$ cat src/rtl/fetch_stage.sv
// Instruction fetch stage: owns the PC, drives the instruction memory address,
// and registers the fetched word into the IF/ID boundary. A two-state FSM
// parks fetch on a HALT word until a branch redirects it.
module fetch_stage #(
  parameter logic [15:0] RESET_PC  = 16'h0000,
  parameter logic [15:0] HALT_WORD = 16'h0000
) (
  input  logic        clk,
  input  logic        rst_n,
  input  logic        if_stall,
  input  logic        if_branch_taken,
  input  logic [15:0] if_branch_target,
  input  logic [15:0] if_instruction,
  output logic [15:0] if_from_pc,
  output logic [15:0] id_instruction,
  output logic [15:0] id_pc_plus2,
  output logic        id_valid,
  output logic        if_halted
);

  typedef enum logic {RUN = 1'b0, HALTED = 1'b1} state_t;

  // PC is halfword aligned; bit 0 of the reset value is dropped too
  localparam logic [15:0] RESET_PC_ALIGNED = RESET_PC & 16'hFFFE;

  state_t      state_q, state_d;
  logic [15:0] pc_q, pc_d;
  logic [15:0] id_instr_q, id_instr_d;
  logic [15:0] id_pc2_q, id_pc2_d;
  logic        id_valid_q, id_valid_d;
  logic [15:0] pc_plus2;

  // Wraps modulo 2^16 naturally from the 16-bit add
  assign pc_plus2 = pc_q + 16'd2;

  // Next-state: branch beats stall beats normal/halt fetch
  always_comb begin
    state_d    = state_q;
    pc_d       = pc_q;
    id_instr_d = id_instr_q;
    id_pc2_d   = id_pc2_q;
    id_valid_d = id_valid_q;
    if (if_branch_taken) begin
      pc_d       = {if_branch_target[15:1], 1'b0};
      id_instr_d = 16'h0000;
      id_valid_d = 1'b0;
      state_d    = RUN;
    end else if (if_stall) begin
      // everything holds
    end else begin
      unique case (state_q)
        RUN: begin
          id_pc2_d   = pc_plus2;
          id_valid_d = 1'b1;
          if (if_instruction == HALT_WORD) begin
            // HALT is passed down once; PC parks on the HALT address
            id_instr_d = HALT_WORD;
            state_d    = HALTED;
          end else begin
            id_instr_d = if_instruction;
            pc_d       = pc_plus2;
          end
        end
        HALTED: begin
          id_instr_d = 16'h0000;
          id_valid_d = 1'b0;
        end
        default: state_d = RUN;
      endcase
    end
  end

  // State and IF/ID registers, async active-low reset
  always_ff @(posedge clk or negedge rst_n) begin
    if (!rst_n) begin
      state_q    <= RUN;
      pc_q       <= RESET_PC_ALIGNED;
      id_instr_q <= 16'h0000;
      id_pc2_q   <= 16'h0000;
      id_valid_q <= 1'b0;
    end else begin
      state_q    <= state_d;
      pc_q       <= pc_d;
      id_instr_q <= id_instr_d;
      id_pc2_q   <= id_pc2_d;
      id_valid_q <= id_valid_d;
    end
  end

  assign if_from_pc     = pc_q;
  assign id_instruction = id_instr_q;
  assign id_pc_plus2    = id_pc2_q;
  assign id_valid       = id_valid_q;
  assign if_halted      = (state_q == HALTED);

endmodule
$ cat config.mk
export PLATFORM = sky130hd
export DESIGN_NAME = fetch_stage
export DESIGN_NICKNAME = d
export VERILOG_FILES = /design/src/rtl/fetch_stage.sv
export SDC_FILE = /design/constraint.sdc
export NUM_CORES = 1
export LEC_CHECK = 0
export ABC_AREA = 1
export BUFFER_PORTS_ARGS = -buffer_cell sky130_fd_sc_hd__buf_2
export CORE_ASPECT_RATIO = 0.8
export CORE_MARGIN = 4
export CORE_UTILIZATION = 45
export CTS_CLUSTER_SIZE = 24
export DETAILED_ROUTE_END_ITERATION = 8
export PLACE_DENSITY = 0.83
export SLEW_MARGIN = 20
export SYNTH_ARGS = -nofsm -noshare
export SYNTH_HDL_FRONTEND = slang
export SYNTH_SLANG_ARGS = --single-unit
export TNS_END_PERCENT = 50
$ cat constraint.sdc
create_clock -name clk -period 1.12 [get_ports clk]
set_input_delay 0.224 -clock clk [delete_from_list [all_inputs] [get_ports clk]]
set_output_delay 0.224 -clock clk [all_outputs]
set_load 0.1 [all_outputs]
### After elaboration in Yosys (flattened, before gate mapping)

Cells that the tools add are included.

* register bits: 50
* word-level logic and storage cells: 30
* memories: 0
* memory bits (read-only): 0
* RAM bits: 0
* bits in latches: 0
* output and inout bits: 50
* bits of input ports: 36

* bitwise operators: 3
* multiplexer cells: 15
* $lt $le $gt $ge: 0
* equality and inequality tests: 3
* multiply operators: 0
* shift operators: 0
* add/sub/neg operators: 1
* reductions and logical operators: 3
* divide/modulo/power cells: 0

Operators by type and width (count)
* 2-to-1 mux 16 bit: 7
* one-hot mux 16 bit (2 select lines): 1
* adder 16 x 2 -> 16 bit (second input constant): 1
* logical NOT 16 bit: 1
* 2-to-1 mux 1 bit: 6
* AND reduction 3 bit: 2
* != test 2 bit (second input constant): 2
* NOT 1 bit: 3
* != test 2 x 1 -> 1 bit (second input constant): 1
* one-hot mux 1 bit (2 select lines): 1

### Depth between registers and ports, before layout

* word-level depth: 5
* gate-level depth with buffers: 8
* mapped depth without buffers: 8

### Worst setup path after synthesis

No wires, ideal clock.

* kind: flip-flop to flip-flop
* start: register pc_q[1], in the netlist if_from_pc[1]
* end: register pc_q[15], in the netlist if_from_pc[15]
* slack: -0.926 ns
* required time: 0.994 ns
* path buffers: 0
* arrival: 1.920 ns
* period minus slack after synthesis: 2.046 ns
* stages on the path, launching flop included: 9
* setup time: 0.126 ns
* cell sequence: dfrtp_1 ha_1 nand3_1 nor2_1 nand3_1 nand2_1 nand2_1 nand2_2 nand3_2

* longest elaborated chain between the ends: 5

Ends and longest elaborated chain
* from (decl): line 27 `logic [15:0] pc_q, pc_d;`
* from (signal assigned): line 83 `pc_q <= pc_d;`
* adder 16 x 2 -> 16 bit: line 34 `assign pc_plus2 = pc_q + 16'd2;`
* 2-to-1 mux 16 bit: line 55 `if (if_instruction == HALT_WORD) begin`
* 2-to-1 mux 16 bit: line 51 `unique case (state_q)`
* 2-to-1 mux 16 bit: line 48 `end else if (if_stall) begin`
* 2-to-1 mux 16 bit: line 43 `if (if_branch_taken) begin`

No other way between the ends. The select of a mux whose other input is x is not followed.
A chain may end at the register's enable or synchronous reset.

### Final worst setup path

* start: register pc_q[1], in the netlist if_from_pc[1]
* end: register pc_q[5], in the netlist if_from_pc[5]

The elaborated chain is that of the path after synthesis.

==> summary.txt <==
Global routing
  • Antenna violations before repair: 0
  • First-pass GRT wire length: 18,300 um
  • Vias in the first global route: 3,251
  • GRT Residual Overflow: 0
  • Largest net degree at the start of global routing: 49
  • Global-route usage over all layers: 0.362

Worst setup path
  • Worst setup path category: flop to flop
  • Critical path capture point type: flop
  • Crit Path Max Fanout: 5
  • CP arrival: 1880 ps
  • Crit path max-delay cell type: dfrtp_4
  • Worst path top cell family by delay: flip-flops
  • WP buf/inv: 0
  • R2r startpoint: if_from_pc[1]
  • Worst-path cell chain: ha_4 > nand3_4 > xor2_2 > o21ai_1 > nand2_1 > nand2_1
  • Critical path required time: 1300 ps
  • Critical Path Most Common Cell: nand2_1
  • CP max stage delay: 500 ps
  • Worst Setup Start Kind: flop
  • CP startpoint: if_from_pc[1]

Routing
  • DRC viols: 0
  • Vias per cell: 6.89
  • Via count: 3,502
  • Routed length per instance: 29.5 um
  • 1st-pass router iterations: 6
  • Routed Antenna Nets: 0
  • DRT iter0 DRCs: 722
  • Final wirelength: 15,000 um

Placed design
  • Dpl ws: -528 ps
  • HPWL Detailed: 5930 um
  • Gpl congestion: 0.860
  • # port buffers: 82

Pwr
  • Pleak: 2.30 nW
  • Max IR drop VDD: 1.67 mV
  • PwrDens: 1560 mW/mm^2

Synthesis
  • Syn Area/Cell: 8.10 um^2
  • Count of different cell masters after synthesis: 26
  • Post-synthesis cell area: 0.00249 mm^2
  • Seq/Total Area, Yosys: 0.481
  • Synth warnings: 0
  • Cell count after synthesis: 308
  • Synth Register Bits: 48

CTS
  • Clock Latency Late Sink: 340 ps
  • Worst-case clock buffer depth: 2
  • Clk pin slew, worst setup/hold paths: 90 ps
  • TritonCTS Buffers: 5
  • Root Driver: clkbuf_8
  • CTS tree: done
  • H-tree depth: 2
  • Num Clock Sinks: 48

Layout
  • Nets: 482
  • Area Overhead vs Synth: 93.6%
  • Layout filler cell count: 147
  • Most common cell after layout, fill and taps aside: nand2_1
  • Multi-input gate area: 0.00157 mm^2
  • Ant. Diodes: 0
  • Share of layout cells above drive strength 1: 0.594
  • Register Area: 0.00126 mm^2
  • Commonest non-fill, non-tap cells in the layout: 70 x nand2_1, 51 x buf_12, 37 x nand2_2

Timing
  • Setup Skew: 11.7 ps
  • Final setup viols: 96
  • TNS Setup: -19,850 ps
  • Max Fclk: 0.590 GHz
  • Minimum clock period: 1700 ps
  • Final hold viol count: 0
  • Period utilization: 1.51
  • Max Slew Vio Count: 0
  • Setup repair after global routing missed its margin: yes
  • Setup ws final: -576 ps

Floorplanning
  • I/O Pins: 86
  • Die Height: 74.6 um
  • Core area: 0.00518 mm^2
  • Initial Util: 0.482
  • Cell row count: 23
  • Die area: 0.00681 mm^2
  • Die W: 91.3 um

Outcome
  • Failing checks: setup timing
  • Outcome: finished, violations left

Min path
  • Hold path start: if_branch_target[6]
  • Hold WC Path Type: primary input to flop

Job
  • # Max-Cap Violations: 0
[what timing repair did]
item,in CTS,in global routing
cloned,6,0
hold buffers,1,0
pin swaps,27,14
buffers inserted,18,8
hold endpoints to repair,48,0
endpoints found under the setup margin,95,96
resized for setup,86,47
[per-stage QoR]
step	std cells	power [W]	instance area, um^2	util	hold slack (ps)
finish	508	0.00753	4830	0.932	120
global route	508	0.00765	4830	0.932	123
CTS	500	0.00700	4580	0.885	119
detailed placement	467	0.00566	3920	0.757	230
global placement	467	0.00558	3920	0.757	225
floorplan	309	0.00425	2610	-	-71.6
[worst register-to-register path, cell delays in order, from the launching register on]
cell,delay [ps]
dfrtp_4,500
ha_4,220
nand3_4,140
xor2_2,270
o21ai_1,120
nand2_1,130
nand2_1,160
[state kept, by name (all words and copies together), names as in the netlist]
register / flops
if_halted: 1
id_pc_plus2: 15
id_valid: 1
if_from_pc: 15
id_instruction: 16
[synth_stat cells]
library cell / number / area share
buf_4: 4 / 0.012
buf_6: 4 / 0.018
a31oi_1: 4 / 0.010
clkbuf_1: 3 / 0.0045
inv_2: 2 / 0.0030
nand2_2: 8 / 0.020
nand3b_1: 1 / 0.0030
nand4_1: 7 / 0.018
nor2_4: 3 / 0.014
xor2_1: 4 / 0.014
o21ai_0: 4 / 0.0080
a21oi_4: 1 / 0.0065
nand3_2: 6 / 0.024
ha_1: 1 / 0.0050
a21oi_1: 2 / 0.0040
buf_2: 4 / 0.0080
inv_1: 13 / 0.020
nand3_1: 49 / 0.098
conb_1: 1 / 0.0015
a32o_1: 2 / 0.0080
nand2_1: 108 / 0.16
nor2_2: 1 / 0.0025
nand2_4: 2 / 0.0090
nor2_8: 1 / 0.0080
nor2_1: 25 / 0.038
dfrtp_1: 48 / 0.48
[logic make-up (layout without fill, tap and decap cells)]
family,Yosys count,in the layout,synth area share
buffers and inverters,30,165,0.0652
flip-flops,48,48,0.481
other,1,2,0.00150
XOR/XNOR,4,4,0.0140
AO/OA/AOI/OAI,13,14,0.0366
AND/OR/NAND/NOR,211,212,0.396
adder cells (fa/ha/maj),1,1,0.00501
[worst paths after layout]
path                                       to  slack, ps  depth (start not counted)
max                             if_from_pc[5]       -580                          6
min                             if_from_pc[6]        120                          3
max reg2reg                     if_from_pc[5]       -580                          6
min reg2reg                    id_pc_plus2[2]        540                          2
max in group asynchronous       if_from_pc[4]        460                          3
min in group asynchronous  id_instruction[13]        400                          3
[where the power goes]
group | internal [W] | total, W | switching (W) | leakage, nW
clock network | 0.000440 | 0.00107 | 0.000635 | 0.0422
logic | 0.00146 | 0.00412 | 0.00267 | 1.68
registers | 0.00198 | 0.00233 | 0.000352 | 0.585
[routing by layer]
layer / vias to the layer above / wire [um] / global-route usage
met3: 167 / 2170 / 0.105
li1: 1266 / - / -
met4: 0 / 1600 / 0.253
met2: 456 / 6580 / 0.603
met5: - / 0 / 0
met1: 1613 / 4630 / 0.411
[cell type report]
cell class / instances / share of cell area
timing repair buffer: 140 / 0.362
sequential: 48 / 0.260
tap: 62 / 0.0161
timing repair inverter: 2 / 0.00466
clock buffer: 7 / 0.0158
multi-input combinational: 233 / 0.325
clock inverter: 1 / 0.00104
inverter: 15 / 0.0148
Power figures use the tool's default switching activity.
